==> src/rtl/ctrl_decode_stage_pkg.sv <==
// Shared encodings for the decode stage: opcodes, ALU op codes, immediate/result
// selects, FSM states and the registered control bundle.
package ctrl_decode_stage_pkg;

  localparam logic [6:0] OP_LOAD   = 7'b0000011;
  localparam logic [6:0] OP_STORE  = 7'b0100011;
  localparam logic [6:0] OP_R      = 7'b0110011;
  localparam logic [6:0] OP_IMM    = 7'b0010011;
  localparam logic [6:0] OP_BRANCH = 7'b1100011;
  localparam logic [6:0] OP_JAL    = 7'b1101111;
  localparam logic [6:0] OP_JALR   = 7'b1100111;
  localparam logic [6:0] OP_LUI    = 7'b0110111;
  localparam logic [6:0] OP_AUIPC  = 7'b0010111;

  localparam logic [3:0] ALU_ADD   = 4'd0;
  localparam logic [3:0] ALU_SUB   = 4'd1;
  localparam logic [3:0] ALU_AND   = 4'd2;
  localparam logic [3:0] ALU_OR    = 4'd3;
  localparam logic [3:0] ALU_XOR   = 4'd4;
  localparam logic [3:0] ALU_SLT   = 4'd5;
  localparam logic [3:0] ALU_SLTU  = 4'd6;
  localparam logic [3:0] ALU_SLL   = 4'd7;
  localparam logic [3:0] ALU_SRL   = 4'd8;
  localparam logic [3:0] ALU_SRA   = 4'd9;
  localparam logic [3:0] ALU_PASSB = 4'd10;
  localparam logic [3:0] ALU_MD    = 4'd11;

  localparam logic [2:0] IMM_I = 3'b000;
  localparam logic [2:0] IMM_S = 3'b001;
  localparam logic [2:0] IMM_B = 3'b010;
  localparam logic [2:0] IMM_J = 3'b011;
  localparam logic [2:0] IMM_U = 3'b100;

  localparam logic [1:0] RES_ALU = 2'b00;
  localparam logic [1:0] RES_MEM = 2'b01;
  localparam logic [1:0] RES_PC4 = 2'b10;

  typedef enum logic [1:0] {ST_EMPTY, ST_FULL, ST_WAIT_MD} state_t;

  typedef struct packed {
    logic       reg_write;
    logic       alu_src;
    logic       src_a_pc;
    logic       mem_write;
    logic       branch;
    logic       jump;
    logic       mul_div;
    logic       illegal;
    logic [2:0] imm_src;
    logic [1:0] result_src;
    logic [3:0] alu_ctl;
  } ctrl_t;

  // alt selects SUB (R-type only) or SRA; f3 is funct3.
  function automatic logic [3:0] funct_alu(input logic [2:0] f3, input logic alt,
                                           input logic is_r);
    case (f3)
      3'b000:  funct_alu = (is_r && alt) ? ALU_SUB : ALU_ADD;
      3'b001:  funct_alu = ALU_SLL;
      3'b010:  funct_alu = ALU_SLT;
      3'b011:  funct_alu = ALU_SLTU;
      3'b100:  funct_alu = ALU_XOR;
      3'b101:  funct_alu = alt ? ALU_SRA : ALU_SRL;
      3'b110:  funct_alu = ALU_OR;
      default: funct_alu = ALU_AND;
    endcase
  endfunction

endpackage

==> src/rtl/ctrl_decode_stage_comb.sv <==
// Purely combinational instruction decoder: instr -> control bundle with
// illegal-instruction detection.
module ctrl_decode_comb
  import ctrl_decode_stage_pkg::*;
#(
  parameter int EN_MEXT = 1
) (
  input  logic [31:0] instr,
  output ctrl_t       ctrl
);

  logic [6:0] opcode;
  logic [2:0] f3;
  logic [6:0] f7;
  logic       bad;

  assign opcode = instr[6:0];
  assign f3     = instr[14:12];
  assign f7     = instr[31:25];

  always_comb begin
    ctrl = '0;
    bad  = 1'b0;
    case (opcode)
      OP_LOAD: begin
        ctrl.reg_write  = 1'b1;
        ctrl.alu_src    = 1'b1;
        ctrl.imm_src    = IMM_I;
        ctrl.result_src = RES_MEM;
        ctrl.alu_ctl    = ALU_ADD;
      end
      OP_STORE: begin
        ctrl.mem_write = 1'b1;
        ctrl.alu_src   = 1'b1;
        ctrl.imm_src   = IMM_S;
        ctrl.alu_ctl   = ALU_ADD;
      end
      OP_R: begin
        ctrl.reg_write = 1'b1;
        case (f7)
          7'b0000000: ctrl.alu_ctl = funct_alu(f3, 1'b0, 1'b1);
          7'b0100000: begin
            if (f3 == 3'b000 || f3 == 3'b101) ctrl.alu_ctl = funct_alu(f3, 1'b1, 1'b1);
            else bad = 1'b1;
          end
          7'b0000001: begin
            if (EN_MEXT != 0) begin
              ctrl.mul_div = 1'b1;
              ctrl.alu_ctl = ALU_MD;
            end else begin
              bad = 1'b1;
            end
          end
          default: bad = 1'b1;
        endcase
      end
      OP_IMM: begin
        ctrl.reg_write = 1'b1;
        ctrl.alu_src   = 1'b1;
        ctrl.imm_src   = IMM_I;
        ctrl.alu_ctl   = funct_alu(f3, instr[30], 1'b0);
        // Only shifts reserve the upper immediate bits as funct7.
        if (f3 == 3'b001 && f7 != 7'b0000000) bad = 1'b1;
        if (f3 == 3'b101 && f7 != 7'b0000000 && f7 != 7'b0100000) bad = 1'b1;
      end
      OP_BRANCH: begin
        ctrl.branch  = 1'b1;
        ctrl.imm_src = IMM_B;
        case (f3[2:1])
          2'b10:   ctrl.alu_ctl = ALU_SLT;
          2'b11:   ctrl.alu_ctl = ALU_SLTU;
          default: ctrl.alu_ctl = ALU_SUB;
        endcase
      end
      OP_JAL: begin
        ctrl.reg_write  = 1'b1;
        ctrl.jump       = 1'b1;
        ctrl.imm_src    = IMM_J;
        ctrl.result_src = RES_PC4;
      end
      OP_JALR: begin
        ctrl.reg_write  = 1'b1;
        ctrl.jump       = 1'b1;
        ctrl.alu_src    = 1'b1;
        ctrl.imm_src    = IMM_I;
        ctrl.result_src = RES_PC4;
        ctrl.alu_ctl    = ALU_ADD;
      end
      OP_LUI: begin
        ctrl.reg_write = 1'b1;
        ctrl.alu_src   = 1'b1;
        ctrl.imm_src   = IMM_U;
        ctrl.alu_ctl   = ALU_PASSB;
      end
      OP_AUIPC: begin
        ctrl.reg_write = 1'b1;
        ctrl.alu_src   = 1'b1;
        ctrl.src_a_pc  = 1'b1;
        ctrl.imm_src   = IMM_U;
        ctrl.alu_ctl   = ALU_ADD;
      end
      default: bad = 1'b1;
    endcase
    if (bad) begin
      ctrl         = '0;
      ctrl.illegal = 1'b1;
    end
  end

endmodule

==> src/rtl/ctrl_decode_stage.sv <==
// Registered, handshaked decode stage: one-entry control bundle register with
// flush and a hold state that serialises M-extension ops.
module ctrl_decode_stage
  import ctrl_decode_stage_pkg::*;
#(
  parameter int ALUCTL_W = 4,
  parameter int EN_MEXT  = 1
) (
  input  logic                clk,
  input  logic                rst,
  input  logic                in_valid,
  output logic                in_ready,
  input  logic [31:0]         instr,
  input  logic                flush,
  output logic                out_valid,
  input  logic                out_ready,
  input  logic                md_done,
  output logic [31:0]         out_instr,
  output logic                RegWrite,
  output logic                ALUSrc,
  output logic                SrcAPC,
  output logic                MemWrite,
  output logic                Branch,
  output logic                Jump,
  output logic                MulDiv,
  output logic                Illegal,
  output logic [2:0]          ImmSrc,
  output logic [1:0]          ResultSrc,
  output logic [ALUCTL_W-1:0] ALUControl
);

  state_t state, state_nx;
  ctrl_t  dec, held;
  logic   capture;

  ctrl_decode_comb #(.EN_MEXT(EN_MEXT)) u_dec (
    .instr (instr),
    .ctrl  (dec)
  );

  always_comb begin
    in_ready = (state == ST_EMPTY) || (state == ST_FULL && out_ready && !held.mul_div);
    // flush wins over a same-cycle in_valid.
    capture  = in_valid && in_ready && !flush;
    state_nx = state;
    case (state)
      ST_EMPTY: if (capture) state_nx = ST_FULL;
      ST_FULL: begin
        if (flush)               state_nx = ST_EMPTY;
        else if (out_ready) begin
          if (held.mul_div)      state_nx = ST_WAIT_MD;
          else if (!capture)     state_nx = ST_EMPTY;
        end
      end
      ST_WAIT_MD: if (md_done) state_nx = ST_EMPTY;
      default:    state_nx = ST_EMPTY;
    endcase
  end

  always_ff @(posedge clk or negedge rst) begin
    if (!rst) begin
      state     <= ST_EMPTY;
      held      <= '0;
      out_instr <= '0;
    end else begin
      state <= state_nx;
      if (capture) begin
        held      <= dec;
        out_instr <= instr;
      end
    end
  end

  assign out_valid  = (state == ST_FULL);
  assign RegWrite   = held.reg_write;
  assign ALUSrc     = held.alu_src;
  assign SrcAPC     = held.src_a_pc;
  assign MemWrite   = held.mem_write;
  assign Branch     = held.branch;
  assign Jump       = held.jump;
  assign MulDiv     = held.mul_div;
  assign Illegal    = held.illegal;
  assign ImmSrc     = held.imm_src;
  assign ResultSrc  = held.result_src;
  assign ALUControl = ALUCTL_W'(held.alu_ctl);

endmodule

==> config.mk <==
export PLATFORM = sky130hd
export DESIGN_NAME = ctrl_decode_stage
export DESIGN_NICKNAME = d
export VERILOG_FILES = /design/src/rtl/ctrl_decode_stage_pkg.sv /design/src/rtl/ctrl_decode_stage_comb.sv /design/src/rtl/ctrl_decode_stage.sv
export SDC_FILE = /design/constraint.sdc
export NUM_CORES = 1
export LEC_CHECK = 0
export ABC_AREA = 0
export BUFFER_PORTS_ARGS = -buffer_cell sky130_fd_sc_hd__clkbuf_2
export CORE_AREA = 2 2 74 76
export CTS_CLUSTER_SIZE = 24
export DETAILED_ROUTE_END_ITERATION = 6
export DIE_AREA = 0 0 76 78
export PLACE_DENSITY = 0.77
export RECOVER_POWER = 50
export SYNTH_ARGS = -nofsm -noshare
export SYNTH_HDL_FRONTEND = slang
export SYNTH_HIERARCHICAL = 1
export SYNTH_SLANG_ARGS = --single-unit
==> constraint.sdc <==
create_clock -name clk -period 2.04 [get_ports clk]
set_clock_uncertainty 0.1 [all_clocks]
set_input_delay 0.102 -clock clk [delete_from_list [all_inputs] [get_ports clk]]
set_output_delay 0.102 -clock clk [all_outputs]
set_load 0.05 [all_outputs]
==> results.tsv <==
metric	value	unit
final setup vio count	0	
Vias	1971	
FMAX	0.512	GHz
syn avg cell area	12.9	um^2
cells after synthesis	189	
CP top delay family	compound AO/OA/AOI/OAI gates	
total count of hold-check failures in the final report	0	
CTS Buf Count	5	
sequential share of the synthesized area	52.3	%
PwrDens	804	nW/um^2
Slew @ Worst Pin	791	ps
cells along the critical path	dlygate4sd3_1 > or4_4 > o311ai_4 > o211ai_4 > a31oi_1 > mux2_4	
GR peak layer	met2	
DRT antenna net count	0	
fin. max-slew vios	0	
crit path buf inv count	1	
n_diodes	0	
TritonRoute pass-1 iters	4	
final period utilization	95.7	%
fin nets	350	
P_leak	0.00154	uW
clock latency on the worst-skew pair	300	ps
Critical Path End Type	register	
Req. time, crit path	2180	ps
Worst path slowest cell	dlygate4sd3_1	
crit path DAT	2090	ps
first-pass GRT wire length	9690	um
number of I/O pins	89	
largest net degree at the start of global routing	38	
Sink Count	51	
commonest non-fill, non-tap cell in the layout	clkbuf_2	
CTS tree	yes	
Core Util, Final	66.7	%
Row Count	26	
P&R area growth vs syn	37.7	%
Tot GR Track Use	20.6	%
CP startpoint kind	input pin	
Post-Synthesis Cell Area	2440	um^2
routed length per instance	14.9	um
Hold Crit Class	input pin to register	
yosys warns	6	
initial antenna violation count	0	
met1 GRT Util	24.6	%
Slew headroom	47.3	%
CTS max path bufs	2	
RSZ-0062 raised after global routing	no	
Yosys cell types	45	
initial drt markers	71	
CTS HTree Levels	2	
commonest non-fill, non-tap cells in the layout	clkbuf_2, dfrtp_1, mux2_2	
CP peak stage delay	600	ps
critical path fanouts, max	7	
Synth area leaders	dfrtp_1, mux2_2, mux2_1	
met2 Use GR	36.6	%
reg-to-reg setup timing slack	110	ps
kind of critical path	input pin to register	
area share of the largest cell type after synthesis	52.3	%
area leader, netlist	dfrtp_1	
chip height	78	um
Pwr Total	2700	uW
design area	3360	um^2
placed cell areas	3020	um^2
crit path time final	1950	ps
die area	5930	um^2
ratio of cells with drive above 1 in the final layout	44.4	%
ys async rst share	100	%
detailed-route DRC error count	0	
Mapped Nets	227	
starting density of the core	48.4	%
total gr overflow	0	
core footprint	5040	um^2
Post-synth EDFFs	0	
run status	completed	
clk root buf	clkbuf_8	
Max-Cap Viols	0	
port bufs	88	
die width	76	um
Detail Placement HPWL	4030	um
Clock transition at path regs	80	ps
Post-Route WL	5690	um
FF+latch count, synth	51	
Synth Flop Type	dfrtp_1	
GP Congestion	0.833	
vias per cell	5.15	
met3 Resource Use GR	3.95	%
worst vdd ir	0.654	mV
vias in the first global route	2042	
## Yosys cell counts (all sizes together) (3+ instances only)
cell type / n
dfrtp: 51
mux2: 49
nor2: 10
a21oi: 8
nand2: 8
buf: 7
nor3: 5
o21ai: 5
nor4: 4
or4: 4
a21o: 3
clkbuf: 3
inv: 3
nor2b: 3
or3: 3
## metal layers
layer | vias up | wire length [um]
met5 | - | 0
met4 | 0 | 99
met3 | 6 | 270
met2 | 64 | 3030
met1 | 969 | 2290
li1 | 932 | -
## worst register-to-register path, delay by kind of cell, from the launching register on
family	cells	cell delay, ps
AO/OA/AOI/OAI	1	440
buffers and inverters	1	270
flip-flops	1	450
multiplexers	1	410
AND/OR/NAND/NOR	1	160
## where the power goes
part	internal [uW]	leakage [uW]	switching, uW
combinational	241	0.000851	604
clock	367	0.0000524	308
sequential	1120	0.000633	59.5
total	1730	0.00154	971
## worst paths after layout
| check | start | endpoint | cells after the start |
|---|---|---|---|
| setup / recovery | instr[31] | ALUControl[0]$_DFFE_PN0P_ | 6 |
| hold / removal | instr[28] | out_instr[28]$_DFFE_PN0P_ | 2 |
| setup reg to reg | MulDiv$_DFFE_PN0P_ | out_instr[2]$_DFFE_PN0P_ | 4 |
| hold reg to reg | out_instr[18]$_DFFE_PN0P_ | out_instr[18]$_DFFE_PN0P_ | 1 |
| max in group asynchronous | rst | MulDiv$_DFFE_PN0P_ | 3 |
| min in group asynchronous | rst | out_instr[20]$_DFFE_PN0P_ | 2 |
## timing repair
action | in CTS | in global routing
buffers inserted | 0 | 0
gates resized for setup | 0 | 6
endpoints found under the setup margin | 0 | 6
hold buffers | 27 | 0
hold endpoints to repair | 75 | 0
## layout make-up
cell class / instances / area [um^2]
multi-input combinational: 125 / 1100
clock inverter: 1 / 30.0
timing repair buffer: 126 / 778
tap: 70 / 87.6
inverter: 3 / 11.3
clock buffer: 7 / 76.3
fill: 403 / 1680
sequential: 51 / 1280
## state kept, by name, summed over array words and instances, names as in the netlist
signal / cells
Jump: 1
state: 2
out_instr: 32
RegWrite: 1
ImmSrc: 3
MemWrite: 1
MulDiv: 1
ALUControl: 4
ALUSrc: 1
ResultSrc: 2
SrcAPC: 1
Illegal: 1
Branch: 1
## cells by family (layout without fill, tap and decap cells)
kind of cell | count (synthesis) | after routing | share of synthesized area, %
flops | 51 | 51 | 52.3
compound gates | 25 | 25 | 8.66
xor+xnor | 1 | 1 | 0.359
mux | 49 | 49 | 22.6
simple gates | 50 | 50 | 12.8
buf+inv | 13 | 137 | 3.33
## metrics by stage
step	hold slack (ps)	setup TNS (ps)	std cells	worst slack (ps)
floorplan	-294	0	189	57.2
global placement	-47.9	0	350	33.6
detailed placement	-53.0	-176	350	-45.3
CTS	5.30	0	385	42.4
global route	23.5	0	383	15.6
finish	25.0	0	383	88.7
No activity file was read; power rests on OpenSTA's default activity.
